File: config.mk
export PLATFORM = sky130hd
export DESIGN_NAME = ex_mem_stage
export DESIGN_NICKNAME = d
export VERILOG_FILES = /design/src/rtl/ex_mem_stage.sv
export SDC_FILE = /design/constraint.sdc
export NUM_CORES = 1
export LEC_CHECK = 0
export CORE_MARGIN = 2
export CORE_UTILIZATION = 30
export CTS_BUF_LIST = sky130_fd_sc_hd__clkbuf_16
export DETAILED_ROUTE_END_ITERATION = 7
export HOLD_SLACK_MARGIN = 0.05
export MAX_ROUTING_LAYER = met4
export PLACE_DENSITY_LB_ADDON = 0.3
export SYNTH_ARGS = -nofsm -noshare
export SYNTH_HDL_FRONTEND = slang
export SYNTH_SLANG_ARGS = --single-unit
File: constraint.sdc
create_clock -name clk -period 2 [get_ports clk]
set_input_delay 0.6 -clock clk [delete_from_list [all_inputs] [get_ports clk]]
set_output_delay 0.6 -clock clk [all_outputs]
set_load 0.05 [all_outputs]
File: src/rtl/ex_mem_stage.sv
// EX/MEM pipeline register: carries the ALU result and memory/writeback controls
// into MEM, owns the {Z,V,N} flag register and the sticky halt indication.
module ex_mem_stage #(
    parameter int DW = 16,
    parameter int RW = 4
) (
    input  logic          clk,
    input  logic          rst,
    input  logic          stall,
    input  logic          flush,
    input  logic          valid_in,
    input  logic [3:0]    opcode_in,
    input  logic [DW-1:0] alu_result_in,
    input  logic          alu_ovfl_in,
    input  logic [DW-1:0] store_data_in,
    input  logic [RW-1:0] dst_reg_in,
    input  logic          reg_write_in,
    input  logic          mem_read_in,
    input  logic          mem_write_in,
    output logic          valid_out,
    output logic [3:0]    opcode_out,
    output logic [DW-1:0] alu_result_out,
    output logic [DW-1:0] store_data_out,
    output logic [RW-1:0] dst_reg_out,
    output logic          reg_write_out,
    output logic          mem_read_out,
    output logic          mem_write_out,
    output logic [2:0]    flags_out,
    output logic          halted
);

    // Flow control: flush beats stall; stall holds everything; otherwise one
    // instruction (real or not, per valid_in) is taken every edge. Halt freezes all.
    localparam logic [3:0] OP_ADD = 4'h0, OP_SUB = 4'h1, OP_XOR = 4'h2;
    localparam logic [3:0] OP_SLL = 4'h4, OP_SRA = 4'h5, OP_ROR = 4'h6;
    localparam logic [3:0] OP_HLT = 4'hF;

    typedef enum logic {ST_RUN, ST_HALT} state_t;

    state_t     state_q, state_d;
    logic       capture, bubble, is_hlt, ctrl_en;
    logic [2:0] flags_d;
    logic       res_zero;

    assign is_hlt   = (opcode_in == OP_HLT);
    assign ctrl_en  = valid_in & ~is_hlt;
    assign res_zero = (alu_result_in == '0);

    always_comb begin
        state_d = state_q;
        capture = 1'b0;
        bubble  = 1'b0;
        if (state_q == ST_RUN) begin
            if (flush) begin
                bubble = 1'b1;
            end else if (!stall) begin
                capture = 1'b1;
                if (valid_in && is_hlt) state_d = ST_HALT;
            end
        end
    end

    // flags_out is {Z,V,N}
    always_comb begin
        flags_d = flags_out;
        if (capture && valid_in) begin
            unique case (opcode_in)
                OP_ADD, OP_SUB:                 flags_d = {res_zero, alu_ovfl_in, alu_result_in[DW-1]};
                OP_XOR, OP_SLL, OP_SRA, OP_ROR: flags_d = {res_zero, flags_out[1:0]};
                default:                        flags_d = flags_out;
            endcase
        end
    end

    always_ff @(posedge clk or posedge rst) begin
        if (rst) begin
            state_q <= ST_RUN;
        end else begin
            state_q <= state_d;
        end
    end

    assign halted = (state_q == ST_HALT);

    always_ff @(posedge clk or posedge rst) begin
        if (rst) begin
            valid_out      <= 1'b0;
            opcode_out     <= '0;
            alu_result_out <= '0;
            store_data_out <= '0;
            dst_reg_out    <= '0;
            reg_write_out  <= 1'b0;
            mem_read_out   <= 1'b0;
            mem_write_out  <= 1'b0;
            flags_out      <= '0;
        end else if (bubble) begin
            valid_out      <= 1'b0;
            opcode_out     <= '0;
            alu_result_out <= '0;
            store_data_out <= '0;
            dst_reg_out    <= '0;
            reg_write_out  <= 1'b0;
            mem_read_out   <= 1'b0;
            mem_write_out  <= 1'b0;
        end else if (capture) begin
            valid_out      <= valid_in;
            opcode_out     <= opcode_in;
            alu_result_out <= alu_result_in;
            store_data_out <= store_data_in;
            dst_reg_out    <= dst_reg_in;
            // HLT travels as a real instruction with no side effects in MEM/WB
            reg_write_out  <= reg_write_in & ctrl_en;
            mem_read_out   <= mem_read_in & ctrl_en;
            mem_write_out  <= mem_write_in & ctrl_en;
            flags_out      <= flags_d;
        end
    end

endmodule

### Word level (Yosys, flattened, before mapping)

Cells that the tools add are included.

| word-level totals | value |
|---|---|
| register bits after elaboration | 48 |
| latch bits | 0 |
| memory bits (writable) | 0 |
| memory bits (read-only) | 0 |
| output and inout bits | 48 |
| word-level logic and storage cells | 60 |
| memories kept | 0 |

| operators by class | value |
|---|---|
| $add $sub $neg | 0 |
| multiply operators | 0 |
| div/mod/pow operators | 0 |
| order comparisons | 0 |
| equal/unequal tests | 6 |
| shifts and indexed selects | 0 |
| muxes and demuxes | 26 |
| bitwise logic cells | 7 |
| reductions and logical operators | 10 |

Operators by type and width:

| cell | count |
|---|---|
| $mux W16 | 4 |
| $mux W1 | 17 |
| $logic_not A16 Y1 | 1 |
| $mux W4 | 4 |
| $eq A4 B3 Y1 const B | 3 |
| $pmux W3 S2 | 1 |
| $reduce_and A5 Y1 | 1 |
| $and A1 B1 Y1 | 4 |
| $eq A4 B1 Y1 const B | 1 |
| $eq A4 B2 Y1 const B | 1 |
| $eq A4 B4 Y1 const B | 1 |
| $logic_not A4 Y1 | 1 |
| $reduce_and A4 Y1 | 1 |
| $reduce_bool A2 Y1 | 2 |
| $reduce_or A4 Y1 | 1 |
| $not A1 Y1 | 3 |
| $logic_and A1 B1 Y1 | 2 |
| $reduce_or A2 Y1 | 1 |

### Longest topological paths before layout

Gate-level depths: netlist (run 1).

| logic depth | value |
|---|---|
| word-level depth | 6 |
| gate-level depth with buffers | 5 |
| gate-level depth less buffers | 3 |

### Least setup slack after synthesis (run 1)

No wires, ideal clock.

| timing | value |
|---|---|
| path type | reg-to-reg |
| start point | register state_q, in the netlist halted |
| end point | register flags_out[0] |
| data arrival time | 1.338 ns |
| path slack | 0.534 ns |
| stages on the path, launching flop included | 4 |
| buffers on the path | 0 |
| period minus slack after synthesis | 1.466 ns |
| path through | dfrtp_1 nor3_4 nand3_1 mux2_1 |

| between the ends | value |
|---|---|
| cells in the longest elaborated chain, start to end | 3 |
| elaborated cells between the ends (all ways) | 5 |

RTL lines:

| element | line | RTL |
|---|---|---|
| start: declaration | 40 | `state_t state_q, state_d;` |
| start signal: assignment | 79 | `state_q <= state_d;` |
| $mux W1 | 53 | `if (state_q == ST_RUN) begin` |
| $logic_and A1 B1 Y1 or $not A1 Y1 (tied branches) | n/a |  |
| $reduce_and A5 Y1 (no source line) * | n/a |  |
| end signal: assignment | 115 | `flags_out <= flags_d;` |
| end: declaration | 28 | `output logic [2:0] flags_out,` |

Every way passes the cells marked *; elsewhere a longest branch is shown, timed or not.
A chain may end at the register's enable or synchronous reset.

### Worst setup path after layout (run 1)

| timing | value |
|---|---|
| start point | input port flush |
| end point | register mem_read_out |

| between the ends | value |
|---|---|
| cells in the longest elaborated chain, start to end | 3 |
| elaborated cells between the ends (all ways) | 6 |

RTL lines:

| element | line | RTL |
|---|---|---|
| start: declaration | 10 | `input logic flush,` |
| $mux W1 | 54 | `if (flush) begin` |
| $mux W1 | 53 |  |
| $mux W1 or $reduce_bool A2 Y1 (tied branches) | n/a |  |
| end signal: assignment | 113 | `mem_read_out <= mem_read_in & ctrl_en;` |
| end: declaration | 26 | `output logic mem_read_out,` |

Several ways; a longest one is shown, not always the timed one.

==> results of run 1 <==
-- cells by family after synthesis --
group           count (synthesis)  share of synthesized area
mux                             3                     0.0183
simple gates                   13                     0.0464
flops                          48                      0.675
buf+inv                        12                     0.0316
compound gates                 47                      0.229
-- synthesized netlist by cell type --
| library cell | instances |
|---|---|
| mux2_1 | 2 |
| nand2_1 | 1 |
| dfrtp_1 | 48 |
| o21bai_1 | 1 |
| nor2_1 | 1 |
| nor3_4 | 1 |
| a21o_1 | 1 |
| a22o_1 | 44 |
| nand3_1 | 2 |
| nand4_1 | 2 |
| mux2i_1 | 1 |
| a211oi_1 | 1 |
| buf_2 | 9 |
| nor4_1 | 4 |
| nor3_1 | 1 |
| inv_1 | 3 |
| and3_1 | 1 |
-- path summary, 6_finish.rpt --
| check | slack (ns) | end | startpoint |
|---|---|---|---|
| max | 0.32 | mem_read_out | flush |
| min | 0.50 | alu_result_out[10] | alu_result_out[10] |
| max reg2reg | 0.69 | mem_read_out | halted |
| min reg2reg | 0.50 | alu_result_out[10] | alu_result_out[10] |
| max in group asynchronous | 1.11 | alu_result_out[0] | rst |
| min in group asynchronous | 0.67 | store_data_out[14] | rst |
-- worst max-delay path: stages --
cell             delay (ns)
clkdlybuf4s50_1        0.48
nor3_4                 0.26
buf_4                  0.20
and3_1                 0.22
a22o_1                 0.14
-- through the flow --
step / util / power, uW / std cells / cell area (sq um)
4_1_cts: 0.495 / 2920 / 299 / 2880
5_1_grt: 0.495 / 3020 / 299 / 2880
3_3_place_gp: 0.472 / 2130 / 292 / 2750
6_report: 0.495 / 2890 / 299 / 2880
3_5_place_dp: 0.472 / 2130 / 292 / 2750
2_1_floorplan: - / 1760 / 123 / 1780
-- routing by layer --
| metal | share of wire | up-vias | wire [um] | GRT usage |
|---|---|---|---|---|
| li1 | - | 678 | - | - |
| met1 | 0.47 | 692 | 2190 | 0.203 |
| met2 | 0.46 | 52 | 2120 | 0.225 |
| met3 | 0.064 | 0 | 296 | 0.0400 |
| met4 | 0 | 0 | 0 | 0.0305 |
| met5 | 0 | - | 0 | - |
-- power by group through the flow --
stage / logic, uW / clock network, uW / registers, uW
2_1_floorplan: 183 / 0 / 1570
3_3_place_gp: 958 / 0 / 1170
3_5_place_dp: 962 / 0 / 1170
4_1_cts: 963 / 801 / 1160
5_1_grt: 1000 / 848 / 1170
6_report: 953 / 777 / 1160
-- flip-flops by register name (all words and copies together), names as in the netlist --
name            cells
flags_out           3
dst_reg_out         4
alu_result_out     16
halted              1
mem_write_out       1
mem_read_out        1
reg_write_out       1
opcode_out          4
store_data_out     16
valid_out           1
-- area by class of cell --
cell class                 instances  area [sq um]  share of cell area
multi-input combinational         63           523               0.182
tap                               75          93.8              0.0326
inverter                           3          11.3             0.00391
sequential                        48          1200               0.417
clock inverter                     2          8.76             0.00304
clock buffer                       5           125              0.0434
timing repair buffer             103           918               0.319
==> impl_metrics.json, run 1 <==
{
  "die_area_sq_mm": 0.00657,
  "nets": 273,
  "syn_inst": 123,
  "crit_fanout": 7,
  "syn_to_final_growth_pct": 61.8,
  "cts_max_level": 2,
  "postCtsSetupRepairBufs": 0,
  "crit_arrival_ns": 1.90,
  "clock_tree.root_cell": "clkbuf_16",
  "synth_area_per_cell_sq_um": 14.5,
  "die_w_um": 81.0,
  "comb_power_share": 0.330,
  "grt.total_usage": 0.149,
  "status": "finished clean",
  "power_frac_seq": 0.402,
  "core_area_sq_mm": 0.00582,
  "setup_tns_ns": 0,
  "cp-start-kind": "input pin",
  "worstSetupPathType": "input pin to flip-flop",
  "path_clk_slew_ns": 0.06,
  "clkSinkCount": 48,
  "grt_overflow": 0,
  "pre_cts_ws_ns": 0.0125,
  "yosysWarnings": 0,
  "wl_per_cell_um": 15.4,
  "gp_congestion": 0.740,
  "rows": 28,
  "totalWireLength_um": 4600,
  "grt_pass1_wl_um": 7150,
  "setup_slack_ns": 0.320,
  "crit_required_ns": 2.22,
  "post_cts_resized": 0,
  "grt_pass1_vias": 1384,
  "netlist.area_leader.share": 0.675,
  "antenna_left": 0,
  "drt_iter0_drc": 62,
  "worst_slew_pin_slew_ns": 0.398,
  "start_util": 0.306,
  "yosysUniqueCellTypes": 17,
  "p_int_uw": 1880,
  "fillers": 564,
  "rsz0062_at_grt": "no",
  "clock_latency_ns": 0.28,
  "layout_commonest_cell": "buf_4",
  "synth_area_leaders": "dfrtp_1, a22o_1, buf_2",
  "ios": 97,
  "yosysTopAreaCell": "dfrtp_1",
  "min_period_over_period": 0.840,
  "ys_ff_latch": 48,
  "clock_skew_ns": 0.00186,
  "syn-cell-area_sq_mm": 0.00178,
  "vias": 1422,
  "p_leak_uw": 0.00140,
  "fmax_ghz": 0.595,
  "layout_common_cells": "buf_4, dfrtp_1, clkdlybuf4s50_1",
  "cts_tree": "done",
  "hp-class": "flip-flop to flip-flop",
  "antenna_found_initial": 0,
  "power_frac_clock": 0.269,
  "first_pass_iters": 4,
  "hold_ws_ns": 0.500,
  "grt_max_degree": 49,
  "yosysSeqAreaShare": 0.675,
  "swShare": 0.349,
  "hpwl_um": 3350,
  "hold_depth": 1,
  "drv_slew": 0,
  "p_sw_uw": 1010,
  "synthesis.nets": 172,
  "diodes": 0,
  "cts_buffers": 5,
  "drive_above_1_share": 0.281,
  "drc": 0,
  "vdd_drop_max_mv": 0.407,
  "die_y_um": 81.0,
  "cts.path.max_buffers": 2,
  "cap_violations": 0,
  "finalCriticalPeriod_ns": 1.68,
  "relSlewSlack": 0.732,
  "cts.hold.buffers_added": 0,
  "setup-violations-final": 0,
  "reg2reg_depth": 4,
  "powerDensity_mw_per_mm2": 1000,
  "hold_viol_final": 0,
  "viasPerCell": 4.76,
  "cp-end-kind": "flip-flop",
  "port_buffers": 96
}
Power figures use the tool's default switching activity.
==> inputs of run 2 (changes only) <==
- clock period: 2 -> 1.5 ns (I/O delays scaled with it)
==> impl_metrics.json, run 2 (synthesis results as in run 1) <==
{
  "swShare": 0.319,
  "rows": 28,
  "totalWireLength_um": 5110,
  "wl_per_cell_um": 16.4,
  "crit_required_ns": 1.66,
  "status": "finished clean",
  "power_frac_clock": 0.266,
  "clock_skew_ns": 0.00519,
  "path_clk_slew_ns": 0.06,
  "antenna_left": 0,
  "setup-violations-final": 0,
  "clkSinkCount": 48,
  "largestRegisters": "alu_result_out (16), store_data_out (16)",
  "hp-class": "input pin to async pin",
  "grt_pass1_wl_um": 8450,
  "cap_violations": 0,
  "vdd_drop_max_mv": 0.605,
  "drv_slew": 0,
  "min_period_over_period": 0.968,
  "worst_slew_pin_slew_ns": 0.328,
  "grt.total_usage": 0.175,
  "design_area_sq_mm": 0.00365,
  "post-route-util": 0.627,
  "setup_slack_ns": 0.0474,
  "worst_path_max_delay_cell": "clkdlybuf4s50_1",
  "ff2ff_setup_slack_ns": 0.21,
  "grt_max_degree": 27,
  "syn_to_final_growth_pct": 105,
  "cp-start-kind": "input pin",
  "drc": 0,
  "p_int_uw": 3090,
  "clock_tree.root_cell": "clkbuf_16",
  "first_pass_iters": 4,
  "timing.rr.start": "halted",
  "start_util": 0.306,
  "p_sw_uw": 1450,
  "cts_max_level": 2,
  "viasPerCell": 4.76,
  "hpwl_um": 3950,
  "die_area_sq_mm": 0.00657,
  "core_area_sq_mm": 0.00582,
  "die_w_um": 81.0,
  "clock_latency_ns": 0.28,
  "pre_cts_ws_ns": -0.328,
  "p_leak_uw": 0.00167,
  "diodes": 0,
  "postCtsSetupRepairBufs": 0,
  "layout_common_cells": "buf_12, dfrtp_1, a22o_1, clkdlybuf4s50_1, buf_4",
  "crit_arrival_ns": 1.61,
  "hold_viol_final": 0,
  "finalCriticalPeriod_ns": 1.45,
  "hold_ws_ns": 0.482,
  "grt_pass1_vias": 1645,
  "cts_tree": "done",
  "grt_overflow": 0,
  "fillers": 453,
  "powerDensity_mw_per_mm2": 1250,
  "cp-end-kind": "flip-flop",
  "drive_above_1_share": 0.333,
  "max_stage_delay_ns": 0.47,
  "vias": 1485,
  "dpl-instance-area_sq_mm": 0.00347,
  "port_buffers": 96,
  "crit_chain": "clkdlybuf4s50_1, nor3_2, nand3_1, mux2_1",
  "cts_buffers": 5,
  "cts.path.max_buffers": 2,
  "die_y_um": 81.0,
  "relSlewSlack": 0.779,
  "rsz0062_at_grt": "no",
  "comb_power_share": 0.374,
  "cts.hold.buffers_added": 0,
  "gp_congestion": 0.698,
  "drt_iter0_drc": 53,
  "reg2reg_depth": 3,
  "ios": 97,
  "antenna_found_initial": 0,
  "power_frac_seq": 0.360,
  "layout_commonest_cell": "buf_12",
  "rr_endpoint": "flags_out[0]",
  "fmax_ghz": 0.688,
  "nets": 285,
  "worstSetupPathType": "input pin to flip-flop",
  "crit_fanout": 3
}
==> run 2: what timing repair did <==
item,4_1_cts,5_1_grt
resized for setup,2,5
setup endpoints to repair,5,4
pin swaps,0,3
==> run 2: worst max-delay path, delay by kind of cell <==
kind / cells / cell delay [ns]
AND/OR/NAND/NOR: 2 / 0.37
buffers and inverters: 1 / 0.47
multiplexers: 1 / 0.32
==> run 2: cell type report <==
cell class              instances  area [sq um]  area share
clock inverters                 3          38.8      0.0106
clock buffers                   5           125      0.0343
repair buffers                115          1640       0.450
well taps                      75          93.8      0.0257
multi-input cells              63           534       0.146
flip-flops and latches         48          1200       0.329
inverters                       3          15.0     0.00412
==> run 2: worst max path at each step <==
stage | startpoint | end | cells past startpoint
finish | opcode_in[2] | flags_out[0] | 4
global route | opcode_in[2] | flags_out[0] | 4
CTS | opcode_in[1] | flags_out[1] | 4
detailed placement | flush | mem_write_out | 5
global placement | flush | mem_write_out | 5
floorplan | halted | flags_out[0] | 3
==> run 2: power by group through the flow <==
stage / logic [uW] / clock network (uW) / registers [uW]
6_report: 1700 / 1210 / 1640
5_1_grt: 1770 / 1300 / 1660
2_1_floorplan: 245 / 0 / 2100
3_5_place_dp: 1710 / 0 / 1650
3_3_place_gp: 1690 / 0 / 1650
4_1_cts: 1710 / 1250 / 1640
==> run 2: through the flow <==
step	total power, uW	cells	TNS, ns
after CTS	4610	312	0
final	4540	312	0
after detailed placement	3370	304	-12.87
after global routing	4730	312	0
after floorplan	2340	123	0
after global placement	3340	304	-10.78
==> run 2: per-layer routing <==
metal	wire [um]	part of all wire	up-vias	global-route usage
li1	-	-	699	-
met1	2290	0.45	727	0.230
met4	27	0.0053	0	0.0322
met5	0	0	-	-
met2	2460	0.48	57	0.272
met3	337	0.066	2	0.0544
